File: config.mk
export PLATFORM = sky130hd
export DESIGN_NAME = adder_chunk_sequencer_flat
export DESIGN_NICKNAME = d
export VERILOG_FILES = /design/src/rtl/adder_chunk_sequencer_pkg.sv /design/src/rtl/adder_chunk_sequencer_if.sv /design/src/rtl/adder_chunk_sequencer.sv /design/src/flat_wrapper.sv
export SDC_FILE = /design/constraint.sdc
export NUM_CORES = 1
export LEC_CHECK = 0
export CORE_UTILIZATION = 33
export DETAILED_ROUTE_END_ITERATION = 10
export PLACE_DENSITY = 0.57
export SYNTH_ARGS = -nofsm -noshare
export SYNTH_HDL_FRONTEND = slang
export SYNTH_SLANG_ARGS = --single-unit
File: constraint.sdc
create_clock -name clk -period 2.45 [get_ports clk]
set_input_delay 0.245 -clock clk [delete_from_list [all_inputs] [get_ports clk]]
set_output_delay 0.245 -clock clk [all_outputs]
set_load 0.005 [all_outputs]
File: src/rtl/adder_chunk_sequencer_pkg.sv
// Shared types and sizing helpers for the chunked wide-add sequencer.
package adder_chunk_sequencer_pkg;

  typedef enum logic [1:0] {
    StIdle = 2'd0,
    StRun  = 2'd1,
    StDone = 2'd2
  } state_e;

  localparam int unsigned DefChunkW = 26;

  function automatic int unsigned total_w(input int unsigned chunk_w,
                                          input int unsigned num_chunks);
    return chunk_w * num_chunks;
  endfunction

endpackage

File: src/rtl/adder_chunk_sequencer_if.sv
// Request/result handshake bundle between a requester and the chunk sequencer.
interface adder_chunk_sequencer_if
  import adder_chunk_sequencer_pkg::*;
#(
  parameter int unsigned CHUNK_W    = DefChunkW,
  parameter int unsigned NUM_CHUNKS = 4
) ();

  localparam int unsigned TOTAL_W = total_w(CHUNK_W, NUM_CHUNKS);

  logic               in_valid;
  logic               in_ready;
  logic [TOTAL_W-1:0] in_a;
  logic [TOTAL_W-1:0] in_b;
  logic               in_cin;
  logic               out_valid;
  logic               out_ready;
  logic [TOTAL_W-1:0] out_sum;
  logic               out_cout;
  logic               busy;

  modport master (
    output in_valid, in_a, in_b, in_cin, out_ready,
    input  in_ready, out_valid, out_sum, out_cout, busy
  );

  modport slave (
    input  in_valid, in_a, in_b, in_cin, out_ready,
    output in_ready, out_valid, out_sum, out_cout, busy
  );

endinterface

File: src/rtl/adder_chunk_sequencer.sv
// Drives an external CHUNK_W-bit adder one slice per cycle, LSB first, chaining the carry,
// and assembles the NUM_CHUNKS-slice result behind a valid/ready handshake.
module adder_chunk_sequencer
  import adder_chunk_sequencer_pkg::*;
#(
  parameter int unsigned CHUNK_W    = DefChunkW,
  parameter int unsigned NUM_CHUNKS = 4
) (
  input  logic                          clk,
  input  logic                          rst_n,
  adder_chunk_sequencer_if.slave        bus,
  output logic [CHUNK_W-1:0]            add_a,
  output logic [CHUNK_W-1:0]            add_b,
  output logic                          add_cin,
  input  logic [CHUNK_W-1:0]            add_sum,
  input  logic                          add_cout
);

  localparam int unsigned IdxW = (NUM_CHUNKS > 1) ? $clog2(NUM_CHUNKS) : 1;
  localparam logic [IdxW-1:0] LastIdx = IdxW'(NUM_CHUNKS - 1);

  typedef logic [NUM_CHUNKS-1:0][CHUNK_W-1:0] chunks_t;

  state_e          state_q, state_d;
  logic [IdxW-1:0] idx_q, idx_d;
  logic            carry_q, carry_d;
  logic            out_valid_q, out_valid_d;
  chunks_t         a_q, a_d, b_q, b_d, sum_q, sum_d;
  logic            out_cout_q, out_cout_d;

  always_comb begin
    state_d     = state_q;
    idx_d       = idx_q;
    carry_d     = carry_q;
    out_valid_d = out_valid_q;
    a_d         = a_q;
    b_d         = b_q;
    sum_d       = sum_q;
    out_cout_d  = out_cout_q;
    add_a       = '0;
    add_b       = '0;
    add_cin     = 1'b0;

    unique case (state_q)
      StIdle: begin
        if (bus.in_valid) begin
          a_d     = bus.in_a;
          b_d     = bus.in_b;
          carry_d = bus.in_cin;
          idx_d   = '0;
          state_d = StRun;
        end
      end
      StRun: begin
        // Explicit slice mux keeps idx width independent of NUM_CHUNKS being a power of two.
        for (int k = 0; k < int'(NUM_CHUNKS); k++) begin
          if (idx_q == IdxW'(k)) begin
            add_a    = a_q[k];
            add_b    = b_q[k];
            sum_d[k] = add_sum;
          end
        end
        add_cin = carry_q;
        carry_d = add_cout;
        if (idx_q == LastIdx) begin
          out_cout_d  = add_cout;
          out_valid_d = 1'b1;
          idx_d       = '0;
          state_d     = StDone;
        end else begin
          idx_d = idx_q + IdxW'(1);
        end
      end
      StDone: begin
        if (bus.out_ready) begin
          out_valid_d = 1'b0;
          state_d     = StIdle;
        end
      end
      default: state_d = StIdle;
    endcase
  end

  always_ff @(posedge clk) begin
    if (!rst_n) begin
      state_q     <= StIdle;
      idx_q       <= '0;
      carry_q     <= 1'b0;
      out_valid_q <= 1'b0;
    end else begin
      state_q     <= state_d;
      idx_q       <= idx_d;
      carry_q     <= carry_d;
      out_valid_q <= out_valid_d;
    end
  end

  always_ff @(posedge clk) begin
    if (!rst_n) begin
      a_q        <= '0;
      b_q        <= '0;
      sum_q      <= '0;
      out_cout_q <= 1'b0;
    end else begin
      a_q        <= a_d;
      b_q        <= b_d;
      sum_q      <= sum_d;
      out_cout_q <= out_cout_d;
    end
  end

  assign bus.in_ready  = (state_q == StIdle);
  assign bus.busy      = (state_q != StIdle);
  assign bus.out_valid = out_valid_q;
  assign bus.out_sum   = sum_q;
  assign bus.out_cout  = out_cout_q;

endmodule

File: src/flat_wrapper.sv
// flat-port wrapper written by rule: the top's interface ports become plain ports
module adder_chunk_sequencer_flat import adder_chunk_sequencer_pkg::*;
#(
  parameter int unsigned CHUNK_W    = DefChunkW,
  parameter int unsigned NUM_CHUNKS = 4
)
  (clk, rst_n, add_a, add_b, add_cin, add_sum, add_cout, bus_in_valid, bus_in_a, bus_in_b, bus_in_cin, bus_out_ready, bus_in_ready, bus_out_valid, bus_out_sum, bus_out_cout, bus_busy);
  adder_chunk_sequencer_if #(.CHUNK_W(CHUNK_W), .NUM_CHUNKS(NUM_CHUNKS)) bus_i ();
  input  logic clk;
  input  logic rst_n;
  output logic [CHUNK_W-1:0] add_a;
  output logic [CHUNK_W-1:0] add_b;
  output logic add_cin;
  input  logic [CHUNK_W-1:0] add_sum;
  input  logic add_cout;
  input wire logic [$bits(bus_i.in_valid)-1:0] bus_in_valid;
  input wire logic [$bits(bus_i.in_a)-1:0] bus_in_a;
  input wire logic [$bits(bus_i.in_b)-1:0] bus_in_b;
  input wire logic [$bits(bus_i.in_cin)-1:0] bus_in_cin;
  input wire logic [$bits(bus_i.out_ready)-1:0] bus_out_ready;
  output wire logic [$bits(bus_i.in_ready)-1:0] bus_in_ready;
  output wire logic [$bits(bus_i.out_valid)-1:0] bus_out_valid;
  output wire logic [$bits(bus_i.out_sum)-1:0] bus_out_sum;
  output wire logic [$bits(bus_i.out_cout)-1:0] bus_out_cout;
  output wire logic [$bits(bus_i.busy)-1:0] bus_busy;
  assign bus_i.in_valid = bus_in_valid;
  assign bus_i.in_a = bus_in_a;
  assign bus_i.in_b = bus_in_b;
  assign bus_i.in_cin = bus_in_cin;
  assign bus_i.out_ready = bus_out_ready;
  assign bus_in_ready = bus_i.in_ready;
  assign bus_out_valid = bus_i.out_valid;
  assign bus_out_sum = bus_i.out_sum;
  assign bus_out_cout = bus_i.out_cout;
  assign bus_busy = bus_i.busy;
  adder_chunk_sequencer #(.CHUNK_W(CHUNK_W), .NUM_CHUNKS(NUM_CHUNKS)) u_core (.clk(clk), .rst_n(rst_n), .bus(bus_i), .add_a(add_a), .add_b(add_b), .add_cin(add_cin), .add_sum(add_sum), .add_cout(add_cout));
endmodule
Word-level counts from Yosys, hierarchy flattened
Index checks and enable logic that the tools add are counted.
- bits in registers: 319
- input bits: 240
- output and inout bits: 161
- word-level logic and storage cells: 62
- add/sub/neg operators: 1
- eq/ne operators: 8
- mux-type cells: 23
- reduce and logical (&&, ||, !) cells: 13
- operator list (cell ; count):
    2-to-1 mux 26 bit ; 10
    AND reduction 2 bit ; 6
    2-to-1 mux 2 bit ; 5
    equality test 2 bit (second input constant) ; 3
    one-hot mux 2 bit (3 select lines) ; 1
    AND reduction 3 bit ; 2
    nonzero test 2 bit ; 3
    equality test 2 x 1 -> 1 bit (second input constant) ; 2
    logical NOT 2 bit ; 2
    2-to-1 mux 1 bit ; 4
    != test 2 bit (second input constant) ; 2
    one-hot mux 1 bit (2 select lines) ; 2
    one-hot mux 2 bit (2 select lines) ; 1
    adder 2 x 1 -> 2 bit (second input constant) ; 1
    != test 2 x 1 -> 1 bit (second input constant) ; 1

Logic depth before layout (Yosys ltp)
Gate-level depths: netlist of the first run.
- depth after elaboration: 6
- depth in mapped cells: 8
- mapped depth without buffers: 5

Worst setup path before layout of the first run
Ideal clock, no wire load.
- kind: register to output
- from: reg u_core.idx_q[1]
- to: out add_a[0]
- data arrival time: 1566 ps
- required time: 2205 ps
- slack: 639 ps
- cell stages (with the launch flop): 9
- path buffers: 3
- path through: dfxtp_1 > inv_1 > ha_1 > buf_2 > nor2b_1 > buf_2 > buf_4 > a221oi_1 > o41ai_1
- longest elaborated chain between the ends: 6
- elaborated cells on any way between the ends: 9
- classes of those cells: eq/ne (3); mux (5); reduce/logical (1)
- ends and longest elaborated chain (element ; RTL line ; text):
    from (decl) ; adder_chunk_sequencer.sv:25 ; logic [IdxW-1:0] idx_q, idx_d;
    from (signal assigned) ; adder_chunk_sequencer.sv:92 ; idx_q <= idx_d;
    logical NOT 2 bit ; adder_chunk_sequencer.sv:57 ; if (idx_q == IdxW'(k)) begin
    2-to-1 mux 26 bit (3 in a row) ; adder_chunk_sequencer.sv:57 ;
    2-to-1 mux 26 bit (*) ; adder_chunk_sequencer.sv:57 ;
    2-to-1 mux 26 bit (*) ; adder_chunk_sequencer.sv:44 ; unique case (state_q)
    to (decl) ; flat_wrapper.sv:11 ; output logic [CHUNK_W-1:0] add_a;
Every way passes the cells marked *; elsewhere a longest branch is shown, timed or not.

Worst setup path in the final report of the first run
- from: reg u_core.idx_q[0]
- to: out add_a[4]
The elaborated chain is that of the path after synthesis.

==> flow_metrics.py, run 1 <==
metrics = {
    "placement": {
        "dpl_cell_area_sq_um": 18300,
        "io_buffers": 400,
        "dpl.hpwl_mm": 31.8,
        "place.gp.congestion": 0.823,
        "place_ws_ns": -0.118,
    },
    "cells_and_area": {
        "final_cell_mix": "nand2_1, clkdlybuf4s50_1, dfxtp_1, a21boi_1, a21boi_0",
        "area_growth_pct": 52.5,
        "fill_cells": 3816,
        "final_cell_area_sq_um": 20700,
        "layout.nets": 2288,
        "drive_gt1_share_pct": 15.4,
        "final_common_cell": "nand2_1",
        "final_core_util_pct": 51.6,
    },
    "timing": {
        "slew_headroom_pct": 54.3,
        "finClkSkew_ns": 0.0222,
        "finalCritPeriodShare_pct": 102,
        "timing.final.ws_setup_ns": -0.0584,
        "final-hold-violation-count": 0,
        "period_needed_ns": 2.51,
        "setup_viol": 6,
        "finalMaxSlewViolations": 0,
        "tightestPinTransition_ns": 0.686,
        "max_freq_mhz": 399,
        "rsz0062_at_grt": "yes",
    },
    "critical_path": {
        "cp_top_family": "buffers and inverters",
        "slowest_stage": "o41ai_4",
        "critPathRequiredTime_ns": 2.20,
        "worstPathArrival_ns": 2.26,
        "slowest_delay_ns": 0.43,
        "path_cells": "inv_4 > buf_6 > ha_4 > buf_6 > buf_12 > nor2b_4 > o41ai_4 > buf_2",
        "cpMostUsedCell": "buf_6",
        "reg2reg_from": "u_core.idx_q[0]",
        "reg2reg_slack_ns": 0.59,
        "critPathBufInv": 5,
        "reg2reg_to": "u_core.bus.out_sum[61]",
        "path_class": "reg2out",
        "r2r_cells": 9,
        "worstPathMaxFanout": 7,
        "crit_path_start_kind": "register",
        "cp-end-kind": "output port",
    },
    "hold_path": {
        "hold-path-cell-count": 3,
        "worstHoldStart": "bus_in_b[72]",
        "hold_class": "in2reg",
        "hold_path_end": "u_core.b_q[72]",
    },
    "synthesis": {
        "synth_nets": 1901,
        "ys_types": 29,
        "syn-instance-count": 1657,
        "syn_area_sq_um": 13600,
        "syn_area_per_cell_sq_um": 8.19,
        "ys_ff_latch": 319,
        "yosysWarnings": 0,
        "synth-seq-area-share_pct": 47.1,
    },
    "drt": {
        "drc": 0,
        "postRouteAntennaNets": 0,
        "vias_per_cell": 5.05,
        "drt_wl_total_mm": 49.3,
        "num_vias": 13135,
        "drt-initial-drc-count": 620,
        "firstDrtPassIters": 5,
        "post_drt_wl_per_cell_microns": 19.0,
    },
    "global_routing": {
        "antenna_found_initial": 7,
        "grt_pass1_wl_mm": 74.8,
        "grt_max_degree": 93,
        "overflow": 0,
        "track_usage_pct": 22.8,
        "first_global_vias": 12997,
    },
    "cts": {
        "cts_hold_buffers": 0,
        "numCtsBuffers": 38,
        "cts_tree": "yes",
        "root_buffer": "clkbuf_16",
        "cts_max_level": 2,
        "path_clk_slew_ns": 0.06,
        "clk_path_buf_depth": 3,
        "cts.sinks": 319,
        "clk_latency_ns": 0.55,
    },
    "floorplan": {
        "dieWidth_microns": 205,
        "die_y_microns": 205,
        "initial_core_util_pct": 33.8,
        "rows": 73,
        "fp.coreArea_sq_um": 40100,
        "dieArea_sq_um": 41900,
        "io_pins": 401,
    },
    "job": {
        "cap_violations": 0,
    },
    "status": {
        "violations": "setup timing",
        "outcome": "complete, but fails checks",
    },
    "power": {
        "peakVddDrop_mv": 0.375,
        "power_density_nw_per_um2": 643,
        "p_leak_nw": 7.83,
    },
}
[tightest hold or removal path, stage by stage]
cell             delay, ns
clkdlybuf4s50_1       0.39
nand2_1               0.05
a21boi_1              0.05
[synth_stat cells, drive strengths merged]
library cell    n  share of area [%]
inv             3              0.083
clkbuf         64                1.8
dfxtp         319                 47
a22oi           1              0.055
a21boi        315                 17
a21oi           2              0.074
nand2         627                 17
or2             1              0.046
nand3          54                2.0
and2            3               0.14
buf            87                3.3
o41ai          52                3.4
nand3b          4               0.30
ha              4               0.37
nor2b          55                2.5
o21a            1              0.055
nor2            1              0.028
nand2b          2              0.092
a221oi         52                3.4
nor3b           1              0.055
and3b           4               0.26
or3b            1              0.065
nor3            2              0.074
o21ai           1              0.037
o2bb2ai         1              0.065
[metrics by stage]
step / cells / TNS, ns / hold slack (ns) / total power, W
5_1_grt: 2599 / -2.19 / 0.229 / 0.0138
4_1_cts: 2588 / -0.945 / 0.207 / 0.0134
3_3_place_gp: 2493 / -0.0685 / 0.439 / 0.00745
2_1_floorplan: 1657 / 0 / 0.380 / 0.00650
3_5_place_dp: 2493 / -0.267 / 0.445 / 0.00747
6_report: 2600 / -0.102 / 0.236 / 0.0133
[report_power, final]
| group | switching [W] | internal (W) | total, W |
|---|---|---|---|
| clock | 0.00223 | 0.00338 | 0.00562 |
| combinational | 0.000994 | 0.00107 | 0.00206 |
| sequential | 0.000167 | 0.00545 | 0.00562 |
| total | 0.00339 | 0.00990 | 0.0133 |
[cells by family after synthesis]
group	Yosys count	synth area share [%]
adders and majority gates	4	0.369
and+or+nand+nor	755	22.9
buffers and inverters	154	5.20
AOI/OAI and AO/OA	425	24.4
DFF	319	47.1
[what timing repair did]
action,CTS,global route
resized for setup,338,43
cloned,8,2
endpoints found under the setup margin,52,52
buffers inserted,23,9
pin swaps,50,19
[routing by layer]
layer | vias up | wire (microns) | global-route usage (%)
met2 | 396 | 23200 | 36.9
met1 | 6293 | 21300 | 28.3
met4 | 6 | 1180 | 9.43
met5 | - | 41 | 0
li1 | 6371 | - | -
met3 | 69 | 3620 | 6.47
[state kept, by name, summed over array words and instances, names as in the netlist]
signal                flops
u_core.carry_q            1
u_core.b_q              104
u_core.bus.out_valid      1
u_core.a_q              104
u_core.state_q            2
u_core.bus.out_sum      104
u_core.bus.out_cout       1
u_core.idx_q              2
[final cells by class]
cell class / count / area, sq um / share of cell area (%)
Inverter: 3 / 16.3 / 0.0786
Sequential cell: 319 / 6390 / 30.9
Timing Repair Buffer: 498 / 5060 / 24.5
Tap cell: 525 / 657 / 3.18
Clock buffer: 58 / 1130 / 5.46
Clock inverter: 9 / 97.6 / 0.472
Antenna cell: 4 / 10.0 / 0.0484
Multi-Input combinational cell: 1184 / 7330 / 35.4
[worst max-delay path by stage]
stage	slack (ns)	end	cells past startpoint	from
after CTS	-0.08	add_b[20]	9	u_core.idx_q[1]
after global routing	-0.10	add_a[4]	8	u_core.idx_q[0]
final	-0.06	add_a[4]	8	u_core.idx_q[0]
after floorplan	0.64	add_a[0]	8	u_core.idx_q[1]
after detailed placement	-0.12	add_a[4]	7	u_core.idx_q[0]
after global placement	-0.06	add_a[4]	7	u_core.idx_q[0]
No activity file was read; power rests on OpenSTA's default activity.
==> inputs of run 2 (changes only) <==
CTS_BUF_LIST = sky130_fd_sc_hd__clkbuf_4   (was default)
CTS_CLUSTER_SIZE = 12   (was default)
==> flow_metrics.py, run 2 (synthesis gave the netlist of run 1 again) <==
metrics = {
    "status": {
        "outcome": "complete, but fails checks",
        "violations": "setup timing",
    },
    "cells_and_area": {
        "layout.nets": 2525,
        "drive_gt1_share_pct": 18.1,
        "final_cell_area_sq_um": 22700,
        "fill_cells": 3625,
        "final_cell_mix": "nand2_1, clkdlybuf4s50_1, dfxtp_1, a21boi_1, dlygate4sd3_1",
        "final_common_cell": "nand2_1",
        "area_growth_pct": 67.4,
    },
    "timing": {
        "finalCritPeriodShare_pct": 111,
        "final-hold-violation-count": 0,
        "period_needed_ns": 2.71,
        "setup_viol": 52,
        "finalMaxSlewViolations": 0,
        "setup-tns-final_ns": -8.73,
        "timing.final.ws_setup_ns": -0.265,
        "finClkSkew_ns": 0.0354,
        "tightestPinTransition_ns": 0.676,
        "max_freq_mhz": 368,
        "rsz0062_at_grt": "yes",
        "slew_headroom_pct": 54.9,
    },
    "global_routing": {
        "grt_pass1_wl_mm": 79.7,
        "overflow": 0,
        "first_global_vias": 14553,
        "antenna_found_initial": 6,
        "track_usage_pct": 24.2,
        "grt_max_degree": 93,
    },
    "cts": {
        "clk_path_buf_depth": 3,
        "cts_max_level": 3,
        "root_buffer": "clkbuf_4",
        "cts_tree": "yes",
        "path_clk_slew_ns": 0.06,
        "numCtsBuffers": 91,
        "clk_latency_ns": 0.77,
        "cts.sinks": 319,
    },
    "floorplan": {
        "initial_core_util_pct": 33.8,
        "dieArea_sq_um": 41900,
        "io_pins": 401,
        "dieWidth_microns": 205,
        "fp.coreArea_sq_um": 40100,
        "rows": 73,
        "die_y_microns": 205,
    },
    "power": {
        "switching_share_pct": 27.3,
        "power_switching_w": 0.00355,
        "peakVddDrop_mv": 0.316,
        "seqPwrFrac_pct": 43.2,
        "power_density_nw_per_um2": 573,
        "p_comb_share_pct": 18.2,
        "pwr-share-clk_pct": 38.6,
        "intPower_w": 0.00948,
        "p_leak_nw": 8.77,
    },
    "critical_path": {
        "crit_start": "u_core.idx_q[0]",
        "path_cells": "inv_4 > ha_4 > nor2b_4 > buf_4 > buf_12 > buf_4 > a221oi_2 > o41ai_4 > buf_2",
        "critPathBufInv": 5,
        "reg2reg_from": "u_core.state_q[0]",
        "worstPathMaxFanout": 8,
        "cp-end-kind": "output port",
        "critPathRequiredTime_ns": 2.20,
        "crit_path_start_kind": "register",
        "slowest_delay_ns": 0.38,
        "cp_top_family": "buffers and inverters",
        "path_class": "reg2out",
        "worstPathArrival_ns": 2.47,
        "slowest_stage": "dfxtp_4",
        "cpMostUsedCell": "buf_4",
    },
    "job": {
        "cap_violations": 0,
    },
    "placement": {
        "io_buffers": 400,
        "place.gp.congestion": 0.823,
        "dpl_cell_area_sq_um": 18300,
        "dpl.hpwl_mm": 31.8,
    },
    "drt": {
        "postRouteAntennaNets": 0,
        "drt_wl_total_mm": 51.4,
        "drt-initial-drc-count": 793,
        "num_vias": 14387,
        "drc": 0,
        "post_drt_wl_per_cell_microns": 17.8,
        "vias_per_cell": 4.99,
        "firstDrtPassIters": 5,
    },
    "hold_path": {
        "worstHoldStart": "bus_in_a[36]",
        "hold_class": "in2reg",
    },
}
run 2: area by class of cell:
class                           instances  area [sq um]  area share (%)
Multi-Input combinational cell       1184          7540            33.2
Timing Repair Buffer                  682          6920            30.5
Inverter                                3          16.3          0.0716
Tap cell                              525           657            2.89
Sequential cell                       319          6390            28.1
Clock inverter                         23           140           0.617
Clock buffer                          137          1030            4.53
Antenna cell                            9          22.5          0.0991
run 2: what timing repair did:
action                                  in CTS  in global routing
setup buffers                               27                  3
hold endpoints to repair                   211                  2
gates resized for setup                    381                 43
hold buffers                               182                  2
pin swaps                                   50                 19
endpoints found under the setup margin      54                 53
cloned                                      10                  0
run 2: tightest hold or removal path: cells and delay by family:
kind / cells / cell delay (ns)
compound gates: 1 / 0.06
simple gates: 1 / 0.08
buf+inv: 1 / 0.40
run 2: path summary, 6_finish.rpt:
check             slack [ns]                     end  depth (start not counted)
setup / recovery       -0.26                add_a[4]                          9
hold / removal          0.08          u_core.a_q[36]                          3
setup reg to reg        0.20          u_core.a_q[54]                          6
hold reg to reg         0.45  u_core.bus.out_sum[72]                          2
run 2: through the flow:
stage / hold WS, ns / instances / total power (W) / setup slack (ns) / util, %
3_5_place_dp: 0.445 / 2493 / 0.00747 / -0.118 / 45.7
4_1_cts: 0.000195 / 2870 / 0.0131 / -0.340 / 56.0
2_1_floorplan: 0.380 / 1657 / 0.00650 / 0.639 / -
6_report: 0.0795 / 2882 / 0.0130 / -0.265 / 56.7
3_3_place_gp: 0.439 / 2493 / 0.00745 / -0.0592 / 45.7
5_1_grt: -0.0147 / 2880 / 0.0137 / -0.419 / 56.6
run 2: power by group through the flow:
stage | sequential [W] | combinational (W) | clock, W
2_1_floorplan | 0.00566 | 0.000836 | 0
3_3_place_gp | 0.00569 | 0.00176 | 0
3_5_place_dp | 0.00570 | 0.00178 | 0
4_1_cts | 0.00561 | 0.00232 | 0.00520
5_1_grt | 0.00565 | 0.00254 | 0.00552
6_report | 0.00563 | 0.00236 | 0.00503
run 2: metal layers:
layer,GRT usage [%],part of all wire [%]
met1,29.8,43
met2,39.5,47
met3,6.28,6.6
met4,10.8,3.0
met5,0,0.025
